**config.mk**
```make
export PLATFORM = sky130hd
export DESIGN_NAME = load_store_ctrl
export DESIGN_NICKNAME = d
export VERILOG_FILES = /design/src/rtl/lsc_pkg.sv /design/src/rtl/lsc_align.sv /design/src/rtl/load_store_ctrl.sv
export SDC_FILE = /design/constraint.sdc
export NUM_CORES = 1
export LEC_CHECK = 0
export CAP_MARGIN = 20
export CELL_PAD_IN_SITES_DETAIL_PLACEMENT = 1
export CELL_PAD_IN_SITES_GLOBAL_PLACEMENT = 2
export CORE_UTILIZATION = 23
export DETAILED_ROUTE_END_ITERATION = 8
export GPL_TIMING_DRIVEN = 1
export PLACE_DENSITY = 0.78
export REMOVE_ABC_BUFFERS = 1
export SLEW_MARGIN = 20
export SYNTH_ARGS = -nofsm -noshare
export SYNTH_HDL_FRONTEND = slang
export SYNTH_SLANG_ARGS = --single-unit
```
**constraint.sdc**
```tcl
create_clock -name clk -period 2.2 [get_ports clk]
set_input_delay 0.44 -clock clk [delete_from_list [all_inputs] [get_ports clk]]
set_output_delay 0.44 -clock clk [all_outputs]
set_load 0.01 [all_outputs]
```
**src/rtl/lsc_pkg.sv**
```systemverilog
// Shared opcodes, size/state encodings and decode helpers for load_store_ctrl.
package lsc_pkg;

    localparam logic [5:0] OP_LB  = 6'b100000;
    localparam logic [5:0] OP_LBU = 6'b100100;
    localparam logic [5:0] OP_LH  = 6'b100001;
    localparam logic [5:0] OP_LHU = 6'b100101;
    localparam logic [5:0] OP_LW  = 6'b100011;
    localparam logic [5:0] OP_SB  = 6'b101000;
    localparam logic [5:0] OP_SH  = 6'b101001;
    localparam logic [5:0] OP_SW  = 6'b101011;
    localparam logic [5:0] OP_LUI = 6'b001111;

    localparam logic [1:0] EXC_MISALIGN = 2'b01;
    localparam logic [1:0] EXC_ILLEGAL  = 2'b10;
    localparam logic [1:0] EXC_TIMEOUT  = 2'b11;

    typedef enum logic [1:0] {
        SZ_BYTE = 2'b00,
        SZ_HALF = 2'b01,
        SZ_WORD = 2'b11
    } size_t;

    typedef enum logic [1:0] {
        S_IDLE   = 2'b00,
        S_ACCESS = 2'b01,
        S_RESP   = 2'b10
    } state_t;

    typedef struct packed {
        logic  legal;
        logic  load;
        logic  store;
        logic  lui;
        logic  uns;
        size_t size;
    } dec_t;

    function automatic dec_t decode(input logic [5:0] op);
        dec_t d;
        d.legal = 1'b1;
        d.load  = 1'b0;
        d.store = 1'b0;
        d.lui   = 1'b0;
        d.uns   = 1'b0;
        d.size  = SZ_WORD;
        case (op)
            OP_LB:  begin d.load = 1'b1; d.size = SZ_BYTE; end
            OP_LBU: begin d.load = 1'b1; d.size = SZ_BYTE; d.uns = 1'b1; end
            OP_LH:  begin d.load = 1'b1; d.size = SZ_HALF; end
            OP_LHU: begin d.load = 1'b1; d.size = SZ_HALF; d.uns = 1'b1; end
            OP_LW:  d.load = 1'b1;
            OP_SB:  begin d.store = 1'b1; d.size = SZ_BYTE; end
            OP_SH:  begin d.store = 1'b1; d.size = SZ_HALF; end
            OP_SW:  d.store = 1'b1;
            OP_LUI: d.lui = 1'b1;
            default: d.legal = 1'b0;
        endcase
        return d;
    endfunction

    function automatic logic misaligned(input size_t s, input logic [1:0] off);
        return (s == SZ_HALF && off[0]) || (s == SZ_WORD && off != 2'b00);
    endfunction

endpackage

```
**src/rtl/lsc_align.sv**
```systemverilog
// Byte-lane steering for stores and lane extraction/extension for loads.
module lsc_align
    import lsc_pkg::*;
(
    input  size_t       st_size,
    input  logic [1:0]  st_off,
    input  logic [31:0] store_data,
    output logic [3:0]  be,
    output logic [31:0] wdata,
    input  size_t       ld_size,
    input  logic [1:0]  ld_off,
    input  logic        ld_uns,
    input  logic [31:0] rdata,
    output logic [31:0] ldata
);

    logic [31:0] byte_sh;
    logic [31:0] half_sh;

    always_comb begin
        be    = 4'b1111;
        wdata = store_data;
        case (st_size)
            SZ_BYTE: begin
                be    = 4'b0001 << st_off;
                wdata = {4{store_data[7:0]}};
            end
            SZ_HALF: begin
                be    = st_off[1] ? 4'b1100 : 4'b0011;
                wdata = {2{store_data[15:0]}};
            end
            default: ;
        endcase
    end

    // Shift the addressed lane down to bit 0 before extending
    assign byte_sh = rdata >> {ld_off, 3'b000};
    assign half_sh = rdata >> {ld_off[1], 4'b0000};

    always_comb begin
        ldata = rdata;
        case (ld_size)
            SZ_BYTE: ldata = {{24{~ld_uns & byte_sh[7]}}, byte_sh[7:0]};
            SZ_HALF: ldata = {{16{~ld_uns & half_sh[15]}}, half_sh[15:0]};
            default: ;
        endcase
    end

endmodule

```
**src/rtl/load_store_ctrl.sv**
```systemverilog
// Multi-cycle load/store controller with req/ack memory port and writeback strobe.
// Define LSC_TIMEOUT_EN to enable the ACCESS watchdog (exception code 11).
module load_store_ctrl
    import lsc_pkg::*;
#(
    parameter int ADDR_W         = 32,
    parameter int TIMEOUT_CYCLES = 16
) (
    input  logic              clk,
    input  logic              reset,
    input  logic              op_valid,
    output logic              op_ready,
    input  logic [5:0]        opcode,
    input  logic [ADDR_W-1:0] addr,
    input  logic [15:0]       imm16,
    input  logic [31:0]       store_data,
    input  logic [4:0]        rd_in,
    output logic              mem_req,
    output logic              mem_we,
    output logic [ADDR_W-3:0] mem_addr,
    output logic [3:0]        mem_be,
    output logic [31:0]       mem_wdata,
    input  logic              mem_ack,
    input  logic [31:0]       mem_rdata,
    output logic              wb_valid,
    output logic [4:0]        wb_rd,
    output logic [31:0]       wb_data,
    output logic              exc_valid,
    output logic [1:0]        exc_code
);

    state_t      state;
    dec_t        dec;
    size_t       r_size;
    logic [1:0]  r_off;
    logic        r_uns;
    logic        r_load;
    logic [3:0]  be;
    logic [31:0] wdata;
    logic [31:0] ldata;

`ifdef LSC_TIMEOUT_EN
    localparam int CW = $clog2(TIMEOUT_CYCLES + 1);
    logic [CW-1:0] cnt;
`endif

    assign dec      = decode(opcode);
    assign op_ready = (state == S_IDLE);

    lsc_align u_align (
        .st_size    (dec.size),
        .st_off     (addr[1:0]),
        .store_data (store_data),
        .be         (be),
        .wdata      (wdata),
        .ld_size    (r_size),
        .ld_off     (r_off),
        .ld_uns     (r_uns),
        .rdata      (mem_rdata),
        .ldata      (ldata)
    );

    always_ff @(posedge clk) begin
        if (reset) begin
            state     <= S_IDLE;
            mem_req   <= 1'b0;
            mem_we    <= 1'b0;
            mem_addr  <= '0;
            mem_be    <= 4'b0;
            mem_wdata <= 32'b0;
            wb_valid  <= 1'b0;
            wb_rd     <= 5'b0;
            wb_data   <= 32'b0;
            exc_valid <= 1'b0;
            exc_code  <= 2'b0;
            r_size    <= SZ_WORD;
            r_off     <= 2'b0;
            r_uns     <= 1'b0;
            r_load    <= 1'b0;
`ifdef LSC_TIMEOUT_EN
            cnt       <= '0;
`endif
        end else begin
            wb_valid  <= 1'b0;
            exc_valid <= 1'b0;
            case (state)
                S_IDLE: if (op_valid) begin
                    wb_rd  <= rd_in;
                    r_off  <= addr[1:0];
                    r_size <= dec.size;
                    r_uns  <= dec.uns;
                    r_load <= dec.load;
                    if (!dec.legal) begin
                        exc_valid <= 1'b1;
                        exc_code  <= EXC_ILLEGAL;
                    end else if (dec.lui) begin
                        wb_data  <= {imm16, 16'h0};
                        wb_valid <= 1'b1;
                        state    <= S_RESP;
                    end else if (misaligned(dec.size, addr[1:0])) begin
                        exc_valid <= 1'b1;
                        exc_code  <= EXC_MISALIGN;
                    end else begin
                        mem_req   <= 1'b1;
                        mem_we    <= dec.store;
                        mem_addr  <= addr[ADDR_W-1:2];
                        mem_be    <= be;
                        mem_wdata <= wdata;
                        state     <= S_ACCESS;
`ifdef LSC_TIMEOUT_EN
                        cnt       <= '0;
`endif
                    end
                end
                S_ACCESS: begin
                    if (mem_ack) begin
                        mem_req <= 1'b0;
                        if (r_load) begin
                            wb_data  <= ldata;
                            wb_valid <= 1'b1;
                            state    <= S_RESP;
                        end else begin
                            state <= S_IDLE;
                        end
                    end
`ifdef LSC_TIMEOUT_EN
                    // Ack on the limit cycle takes priority over the watchdog
                    else if (cnt == CW'(TIMEOUT_CYCLES - 1)) begin
                        mem_req   <= 1'b0;
                        exc_valid <= 1'b1;
                        exc_code  <= EXC_TIMEOUT;
                        state     <= S_IDLE;
                    end else begin
                        cnt <= cnt + 1'b1;
                    end
`endif
                end
                S_RESP:  state <= S_IDLE;
                default: state <= S_IDLE;
            endcase
        end
    end

endmodule

```
Yosys cells after proc, flatten, opt, wreduce, memory -nomap -nowiden
Index checks and enable logic that the tools add are counted.

$add $sub $neg: 0. $mul: 0. Divide/modulo/power cells: 0. $lt $le $gt $ge: 0. Equality and inequality tests: 23. Shift operators: 3. Mux-type cells: 41. Bitwise operators: 7. Reduce and logical (&&, ||, !) cells: 21.

Operators by type and width (number): $pmux W32 S2 (3); $mux W32 (5); $eq A6 B6 Y1 const B (8); $shr A32 B5 Y16 (1); $shr A32 B5 Y8 (1); $mux W1 (18); $mux W2 (9); $ne A2 B2 Y1 const B (6); $reduce_and A6 Y1 (2); $reduce_or A3 Y1 (4); $reduce_or A9 Y1 (1); $pmux W2 S2 (2); $pmux W4 S2 (1); $reduce_and A4 Y1 (2); $eq A2 B1 Y1 const B (3); $eq A6 B4 Y1 const B (1); $logic_not A2 Y1 (3); $ne A2 B1 Y1 const B (3); $not A1 Y1 (5); $reduce_and A5 Y1 (1); $reduce_or A5 Y1 (1); $mux W4 (1); $pmux W1 S2 (2); $reduce_bool A2 Y1 (2); 8 further kinds (10).

Flip-flop bits (word level): 117. Latch bits: 0. RAM bits: 0. Bits in read-only memories: 0. Input port bits: 127. Output and inout port bits: 110. Memories kept: 0.

Depth between registers and ports, before layout
Gate-level depths: netlist of run 1.

Word-level depth: 11. Gate-level depth with buffers: 9.

Modules after synthesis
From an unflattened synthesis of run 1, not the netlist that was laid out.

Cell total of the unflattened synthesis: 735. Area, all modules: 6443.7 um^2.

Modules (own cells, without submodules): load_store_ctrl (times used 1, cells an instance 571, area each 5251.3 um^2, sequential area each 2342.2 um^2); lsc_align (times used 1, cells an instance 164, area each 1192.4 um^2, sequential area each 0.0 um^2).

Least setup slack after synthesis of run 1
No wires, ideal clock.

Path type: input-to-reg. Start point: input opcode[2]. End point: register mem_wdata[29]. Data arrival time: 1.619 ns. Setup slack: 0.465 ns. Cell stages on the path: 6. Path buffers: 1. Cells stage by stage: and2_1 -> nor3_2 -> buf_2 -> mux2i_1 -> nor4_1 -> a31o_2.

Cells in the longest elaborated chain, start to end: 8. Elaborated cells between the ends (all ways): 25. Those cells by class: eq/ne (11); mux (4); bitwise (2); reduce/logical (8).

RTL lines: start: declaration (RTL line load_store_ctrl.sv:13) `input logic [5:0] opcode,`; $eq A6 B6 Y1 (RTL line lsc_pkg.sv:47) `case (op)`; $reduce_or A3 Y1 (no line); $pmux W2 S2 (RTL line lsc_pkg.sv:47); $eq A2 B1 Y1 or $eq A2 B2 Y1 (tied branches) (RTL line lsc_pkg.sv:63, lsc_align.sv:23); $logic_and A1 B1 Y1 (RTL line lsc_pkg.sv:63) `return (s == SZ_HALF && off[0]) || (s == SZ_WORD && off != 2'b00);`; $logic_or A1 B1 Y1 (RTL line lsc_pkg.sv:63); $not A1 Y1 (no line); $reduce_and A5 Y1 (no line); end signal: assignment (RTL line load_store_ctrl.sv:108) `mem_wdata <= wdata;`; end: declaration (RTL line load_store_ctrl.sv:22) `output logic [31:0] mem_wdata,`.

Parallel ways exist; a longest one is shown, timed or not. A chain may end at the register's enable or synchronous reset.

Worst setup path in the final report of run 1
Start point: input opcode[0]. End point: register mem_addr[14].

Cells in the longest elaborated chain, start to end: 8. Elaborated cells between the ends (all ways): 23. Those cells by class: eq/ne (11); mux (3); bitwise (2); reduce/logical (7).

RTL lines: $eq A6 B6 Y1 (RTL line lsc_pkg.sv:47); $reduce_or A3 Y1 (no line); $pmux W2 S2 (RTL line lsc_pkg.sv:47); $eq A2 B1 Y1 or $eq A2 B2 Y1 (tied branches) (RTL line lsc_pkg.sv:63); $logic_and A1 B1 Y1 (RTL line lsc_pkg.sv:63); $logic_or A1 B1 Y1 (RTL line lsc_pkg.sv:63); $not A1 Y1 (no line); $reduce_and A5 Y1 (no line) *; end signal: assignment (RTL line load_store_ctrl.sv:106) `mem_addr <= addr[ADDR_W-1:2];`; end: declaration (RTL line load_store_ctrl.sv:20) `output logic [ADDR_W-3:0] mem_addr,`.

Mark *: on every way between the ends. The rest lies on a longest branch, timed or not.

==> key figures, run 1 <==
Timing
  – Final Setup Violations: 0
  – Worst rel slew slack: 0.586
  – RSZ-0062 raised after global routing: false
  – Final Hold Viols: 0
  – Max frequency: 0.508 GHz
  – Setup Skew: 0.0106 ns
  – Pins over their slew limit: 0
  – Period utilisation layout: 0.895
  – Worst-Margin Slew: 0.619 ns
  – Post-layout min period: around 2.0 ns

Critical path
  – Top Family by Delay on Critical Path: buffers and inverters
  – R2r startpoint: state[0]
  – CP peak stage delay: between 0.5 and 0.6 ns
  – FF-to-FF setup slack: about 0.41 ns
  – Crit path top cell by count: buf_12
  – CP endpoint kind: flop
  – CP Cell Sequence: clkdlybuf4s50_1 > nor2b_1 > o22ai_1 > nor3b_4 > buf_12 > buf_12 > nand3_1 > a21oi_1
  – Worst Path Max Fanout: 51
  – WP buf/inv: 3
  – Slowest cell on the critical path: clkdlybuf4s50_1
  – RR Endpoint: wb_data[5]
  – Worst R2R Path Depth: 4
  – WS Path Type: in -> reg
  – Crit path DAT: around 2.3 ns
  – CP required: around 2.5 ns
  – Crit start category: input port

Job
  – MaxCap Viol Count: 0

Hold path
  – Hold WC Path Type: reg -> reg
  – Hold Path Origin: wb_data[12]
  – Hold path depth: 1
  – Hold Path Sink: wb_data[12]

Final layout
  – Most common cell after layout, fill and taps aside: clkdlybuf4s50_1
  – Multi-input logic area: between 2000 and 3000 um2
  – Fill cells: 2658
  – Final core utilization: 0.399
  – Commonest non-fill, non-tap cells in the layout: clkdlybuf4s50_1, dfxtp_1, a21oi_1
  – Register area: about 2300 um2
  – Non-Filler Instances: between 1000 and 1500
  – N_diodes: 0
  – Fin nets: between 1000 and 1500
  – Layout cells sized above 1: 0.144
  – Area growth from synthesis to layout: 68.4%

Pwr
  – Power density over cell area: ~630 nW/um2
  – Worst-case vdd ir drop: ~410 uV
  – P_leak: 0.00328 uW

Floorplan
  – Overall die width: ~160 um
  – Site Rows: between 50 and 60
  – Die footprint: between 20000 and 25000 um2
  – Core ar.: 22800 um2
  – Initial Util: 0.237
  – Ports: between 200 and 250
  – Die Y: 156 um

Clock tree
  – Post-CTS Resized: 0
  – Root buf cell: clkbuf_16
  – Clock Latency Late Sink: ~0.42 ns
  – CTS tree: built
  – Postcts setup bufs: 0
  – Clock transition at path regs: roughly 0.06 ns
  – Cts hold-fix bufs: 0
  – H-tree depth: 4
  – Clock Path Buffers: 2
  – Clock Sinks: 117
  – CTS buffer count: 17

Global routing
  – First-pass GRT wire length: between 30000 and 40000 um
  – GRT Resource Usage Total: 0.193
  – Largest net degree at the start of global routing: 52
  – Initial antenna violation count: 0
  – Vias in the first global route: 6193
  – Global route total overflow: 0

Route
  – Via/cell ratio: approximately 5
  – Routed len/inst: 19.1 um
  – Via Count: 6009
  – Remaining DRCs: 0
  – Detail Route Antenna Nets: 0
  – Router iterations before antenna repair: 4
  – Iteration-0 DRC Markers: between 200 and 300
  – DRT Wirelength: ~23000 um

Synthesis
  – Share of the synthesized area in the top cell type: 0.432
  – Sequential cell area fraction in the yosys report: 0.432
  – Syn Inst Count: approximately 630
  – Primary FF master, synth: dfxtp_1
  – Average size of a mapped cell: approximately 8.7 um2
  – Synth area leaders: dfxtp_1, a21oi_1, o21ai_0
  – Cell Area, Synth: roughly 5400 um2
  – Synth warnings: 0
  – Synth area leader: dfxtp_1
  – Synth Register Bits: about 120
  – Number of synthesized flops with an enable pin: 0
  – FFs w/ async S/R, synth: 0
  – Netlist cell types: 47

Place
  – DPL Wire Length: ~17000 um
  – Placed Instances: between 1000 and 1500
  – GP Congestion: between 0.7 and 0.8
  – Port Buffers: 236

Status
  – Status: finished clean
==> how the worst max path moves through the flow <==
| stage | from | to | slack (ns) | cells after the start |
|---|---|---|---|---|
| global placement | opcode[0] | mem_addr[5] | -0.13 | 8 |
| floorplan | opcode[5] | mem_wdata[24] | -1.42 | 5 |
| CTS | state[1] | op_ready | 0.25 | 2 |
| detailed placement | opcode[0] | mem_addr[14] | -0.19 | 8 |
| finish | opcode[0] | mem_addr[14] | 0.23 | 8 |
| global route | opcode[0] | mem_addr[14] | 0.06 | 8 |
==> Yosys cell counts (8+ instances only) <==
cell type and instances:
dfxtp_1 117, a21oi_1 71, o21ai_0 65, nand2_1 59
nand3_1 45, clkbuf_1 33, buf_2 25, mux2i_1 25
nor2_1 18, a31oi_1 17, a211oi_1 16, o2111ai_1 16
inv_1 15, mux2_2 10, a21o_1 9, a221oi_1 9
a31o_2 8, nor4_1 8
==> routing by layer <==
| metal | vias up | track usage | share of wire |
|---|---|---|---|
| met1 | 2915 | 0.241 | 0.45 |
| li1 | 2845 | - | - |
| met4 | 0 | 0.0607 | 0.018 |
| met2 | 231 | 0.303 | 0.44 |
| met3 | 18 | 0.0741 | 0.094 |
| met5 | - | 0 | 0 |
==> sequential cells by signal, summed over array words and instances (netlist names) <==
signal / flops
mem_wdata: 32
wb_data: 32
mem_addr: 30
wb_rd: 5
mem_be: 4
exc_code: 2
r_off: 2
r_size: 2
state: 2
exc_valid: 1
mem_req: 1
mem_we: 1
r_load: 1
r_uns: 1
wb_valid: 1
==> final cells by class <==
class | count | share of cell area
Timing Repair Buffer | 297 | 0.325
Multi-Input combinational cell | 433 | 0.303
Sequential cell | 117 | 0.257
Clock buffer | 18 | 0.0481
Tap cell | 313 | 0.0429
Clock inverter | 14 | 0.0180
Inverter | 15 | 0.00617
==> kinds of logic (layout without fill, tap and decap cells) <==
family	after synthesis	count (layout)	share of synthesized area
buffers and inverters	76	344	0.0605
flip-flops	117	117	0.432
AND/OR/NAND/NOR	156	156	0.138
AO/OA/AOI/OAI	235	235	0.273
multiplexers	42	42	0.0960
==> report_power, final <==
group | switching (uW) | internal (uW) | leakage [uW]
Clock | 1140 | 1730 | 0.000286
Sequential | 19.9 | 2150 | 0.000946
Combinational | 344 | 406 | 0.00205
==> through the flow <==
| stage | setup WS [ns] | total power (uW) | setup TNS [ns] | area (um2) | hold slack, ns |
|---|---|---|---|---|---|
| 2_1_floorplan | -1.42 | 2440 | -64.64 | 5150 | 0.454 |
| 3_3_place_gp | -0.128 | 2970 | -5.45 | 8520 | 0.435 |
| 3_5_place_dp | -0.186 | 2970 | -8.97 | 8520 | 0.440 |
| 4_1_cts | 0.250 | 5890 | 0 | 9130 | 0.454 |
| 5_1_grt | 0.0592 | 6040 | 0 | 9130 | 0.475 |
| 6_report | 0.230 | 5780 | 0 | 9130 | 0.451 |
Power figures use the tool's default switching activity.
==> inputs of run 2 (changes only) <==
Settings changed: REMOVE_ABC_BUFFERS 1 to not set, TNS_END_PERCENT set to 20.
==> run 2 against run 1 <==
Combinational power rose by 1%. Final cell count rose by 0.83%. Clock power fell by 3%. Non-clock buffer count rose by 11. Power fell by 1.4%. Wire length rose by 0.32%. Register-to-register slack got worse by 0.05 ns. Critical path depth did not move. Clock skew rose by 0.0043 ns. Critical path type unchanged. Sequential share of layout area barely moved. Final area barely moved. Global-route usage barely moved. Highest routed layer unchanged.
==> key figures, run 2 (synthesis gave the netlist of run 1 again) <==
Hold path
  – Hold Path Origin: wb_data[12]
  – Hold Path Sink: wb_data[12]
  – Hold path depth: 1 (unchanged)
  – Hold WC Path Type: reg -> reg

Timing
  – Setup Skew: 0.0148 ns (+0.00429 ns)
  – Max frequency: 0.497 GHz (-2.0%)
  – Worst-Margin Slew: 0.528 ns (-0.0910 ns)
  – RSZ-0062 raised after global routing: false
  – Period utilisation layout: 0.914 (+0.0185)
  – Post-layout min period: 2.01 ns (+0.0408 ns)
  – Final Hold Viols: 0 (unchanged)
  – Final Setup Violations: 0 (unchanged)
  – Worst rel slew slack: 0.647 (+0.0609)
  – Setup WS post-layout: 0.189 ns (-0.0408 ns)
  – Pins over their slew limit: 0 (unchanged)

Clock tree
  – Postcts setup bufs: 0 (unchanged)
  – Cts hold-fix bufs: 0 (unchanged)
  – Clock transition at path regs: 0.06 ns (about the same)
  – H-tree depth: 4 (unchanged)
  – CTS tree: built
  – CTS buffer count: 17 (unchanged)
  – Clock Latency Late Sink: 0.42 ns (about the same)
  – Clock Sinks: 117 (unchanged)
  – Root buf cell: clkbuf_16
  – Post-CTS Resized: 0 (unchanged)
  – Clock Path Buffers: 2 (unchanged)

Critical path
  – RR Endpoint: wb_data[1]
  – CP Cell Sequence: clkdlybuf4s50_1 > nor2b_1 > o22ai_1 > nor3b_4 > buf_4 > buf_12 > a21oi_1 > a211oi_1
  – Crit path DAT: 2.33 ns (+0.02 ns)
  – CP required: 2.52 ns (-0.02 ns)
  – Crit start category: input port
  – Slowest cell on the critical path: clkdlybuf4s50_1
  – Worst R2R Path Depth: 4 (unchanged)
  – FF-to-FF setup slack: 0.36 ns (-0.05 ns)
  – R2r startpoint: state[0]
  – WS Path Type: in -> reg
  – CP peak stage delay: 0.47 ns (-0.11 ns)
  – Worst Path Max Fanout: 17 (-67%)
  – CP endpoint kind: flop

Final layout
  – N_diodes: 0 (unchanged)
  – Biggest regs: mem_wdata x32, wb_data x32, mem_addr x30
  – Layout cells sized above 1: 0.153 (+0.00836)
  – Multi-input logic area: 2760 um2 (unchanged)
  – Final core utilization: 0.399 (about the same)
  – Fill cells: 2698 (+1.5%)
  – Fin nets: 1019 (+1.1%)
  – Most common cell after layout, fill and taps aside: clkdlybuf4s50_1
  – Area growth from synthesis to layout: 68.3% (about the same)
  – Register area: 2340 um2 (unchanged)
  – Commonest non-fill, non-tap cells in the layout: clkdlybuf4s50_1, dfxtp_1, a21oi_1

Global routing
  – First-pass GRT wire length: 35700 um (+0.72%)
  – GRT Resource Usage Total: 0.193 (+0.000472)
  – Initial antenna violation count: 0 (unchanged)
  – Global route total overflow: 0 (unchanged)
  – Largest net degree at the start of global routing: 37 (-29%)
  – Vias in the first global route: 6250 (+0.92%)

Route
  – Remaining DRCs: 0 (unchanged)
  – Via Count: 5980 (-0.48%)
  – Routed len/inst: 19.0 um (-0.51%)
  – Router iterations before antenna repair: 4 (unchanged)
  – Iteration-0 DRC Markers: 198 (-26%)
  – Via/cell ratio: 4.91 (-1.3%)
  – DRT Wirelength: 23100 um (+0.32%)
  – Detail Route Antenna Nets: 0 (unchanged)

Status
  – Status: finished clean

Pwr
  – Power density over cell area: 625 nW/um2 (-1.4%)
  – Worst-case vdd ir drop: 428 uV (+3.9%)
  – Overall Power: 5700 uW (-1.4%)
  – P_leak: 0.00330 uW (+0.52%)

Floorplan
  – Die Y: 156 um (unchanged)
  – Die footprint: 24200 um2 (unchanged)
  – Initial Util: 0.237 (unchanged)
  – Ports: 237 (unchanged)
  – Core ar.: 22800 um2 (unchanged)
  – Site Rows: 55 (unchanged)
  – Overall die width: 156 um (unchanged)

Place
  – Port Buffers: 236 (unchanged)
  – DPL Wire Length: 17100 um (+2.6%)
  – Setup Slack @ Placement: -0.263 ns (-0.0768 ns)
  – GP Congestion: 0.820 (+4.7%)

Synthesis
  – Synthesized netlist net count: 753

Job
  – MaxCap Viol Count: 0 (unchanged)
-- run 2: layout make-up --
cell class | count | area share
Multi-Input combinational cell | 433 | 0.303
Inverter | 15 | 0.00617
Timing Repair Buffer | 308 | 0.328
Clock buffer | 18 | 0.0471
Sequential cell | 117 | 0.257
Clock inverter | 13 | 0.0165
Tap cell | 313 | 0.0429
-- run 2: per-stage QoR --
| stage | hold WS (ns) | TNS, ns | std cells | area [um2] |
|---|---|---|---|---|
| after floorplan | 0.454 | 0 | 626 | 5420 |
| after global placement | 0.439 | -9.48 | 1186 | 8540 |
| after detailed placement | 0.440 | -12.47 | 1186 | 8540 |
| after CTS | 0.453 | 0 | 1217 | 9120 |
| after global routing | 0.473 | 0 | 1217 | 9120 |
| final | 0.450 | 0 | 1217 | 9120 |
-- run 2: worst max path at each step --
| stage | startpoint | endpoint | cells past startpoint |
|---|---|---|---|
| 2_1_floorplan | opcode[2] | mem_wdata[29] | 6 |
| 4_1_cts | opcode[1] | mem_be[3] | 8 |
| 5_1_grt | opcode[1] | mem_wdata[10] | 8 |
| 3_5_place_dp | opcode[1] | mem_be[3] | 8 |
| 6_report | opcode[1] | mem_wdata[8] | 8 |
| 3_3_place_gp | opcode[0] | mem_wdata[10] | 8 |
-- run 2: critical path: cells and delay by family --
family                 cells  cell delay (ns)
AO/OA/AOI/OAI              3             0.56
buffers and inverters      3             0.85
AND/OR/NAND/NOR            2             0.47
-- run 2: metal layers --
layer	wire, um	vias to the layer above	global-route usage
li1	-	2860	-
met1	10300	2900	0.242
met2	10700	199	0.312
met3	1740	21	0.0669
met4	395	0	0.0556
met5	0	-	0
-- run 2: where the power goes --
part	internal [uW]	switching (uW)	total [uW]
logic	410	352	761
clock network	1680	1090	2770
registers	2150	21.9	2170
total	4240	1460	5700
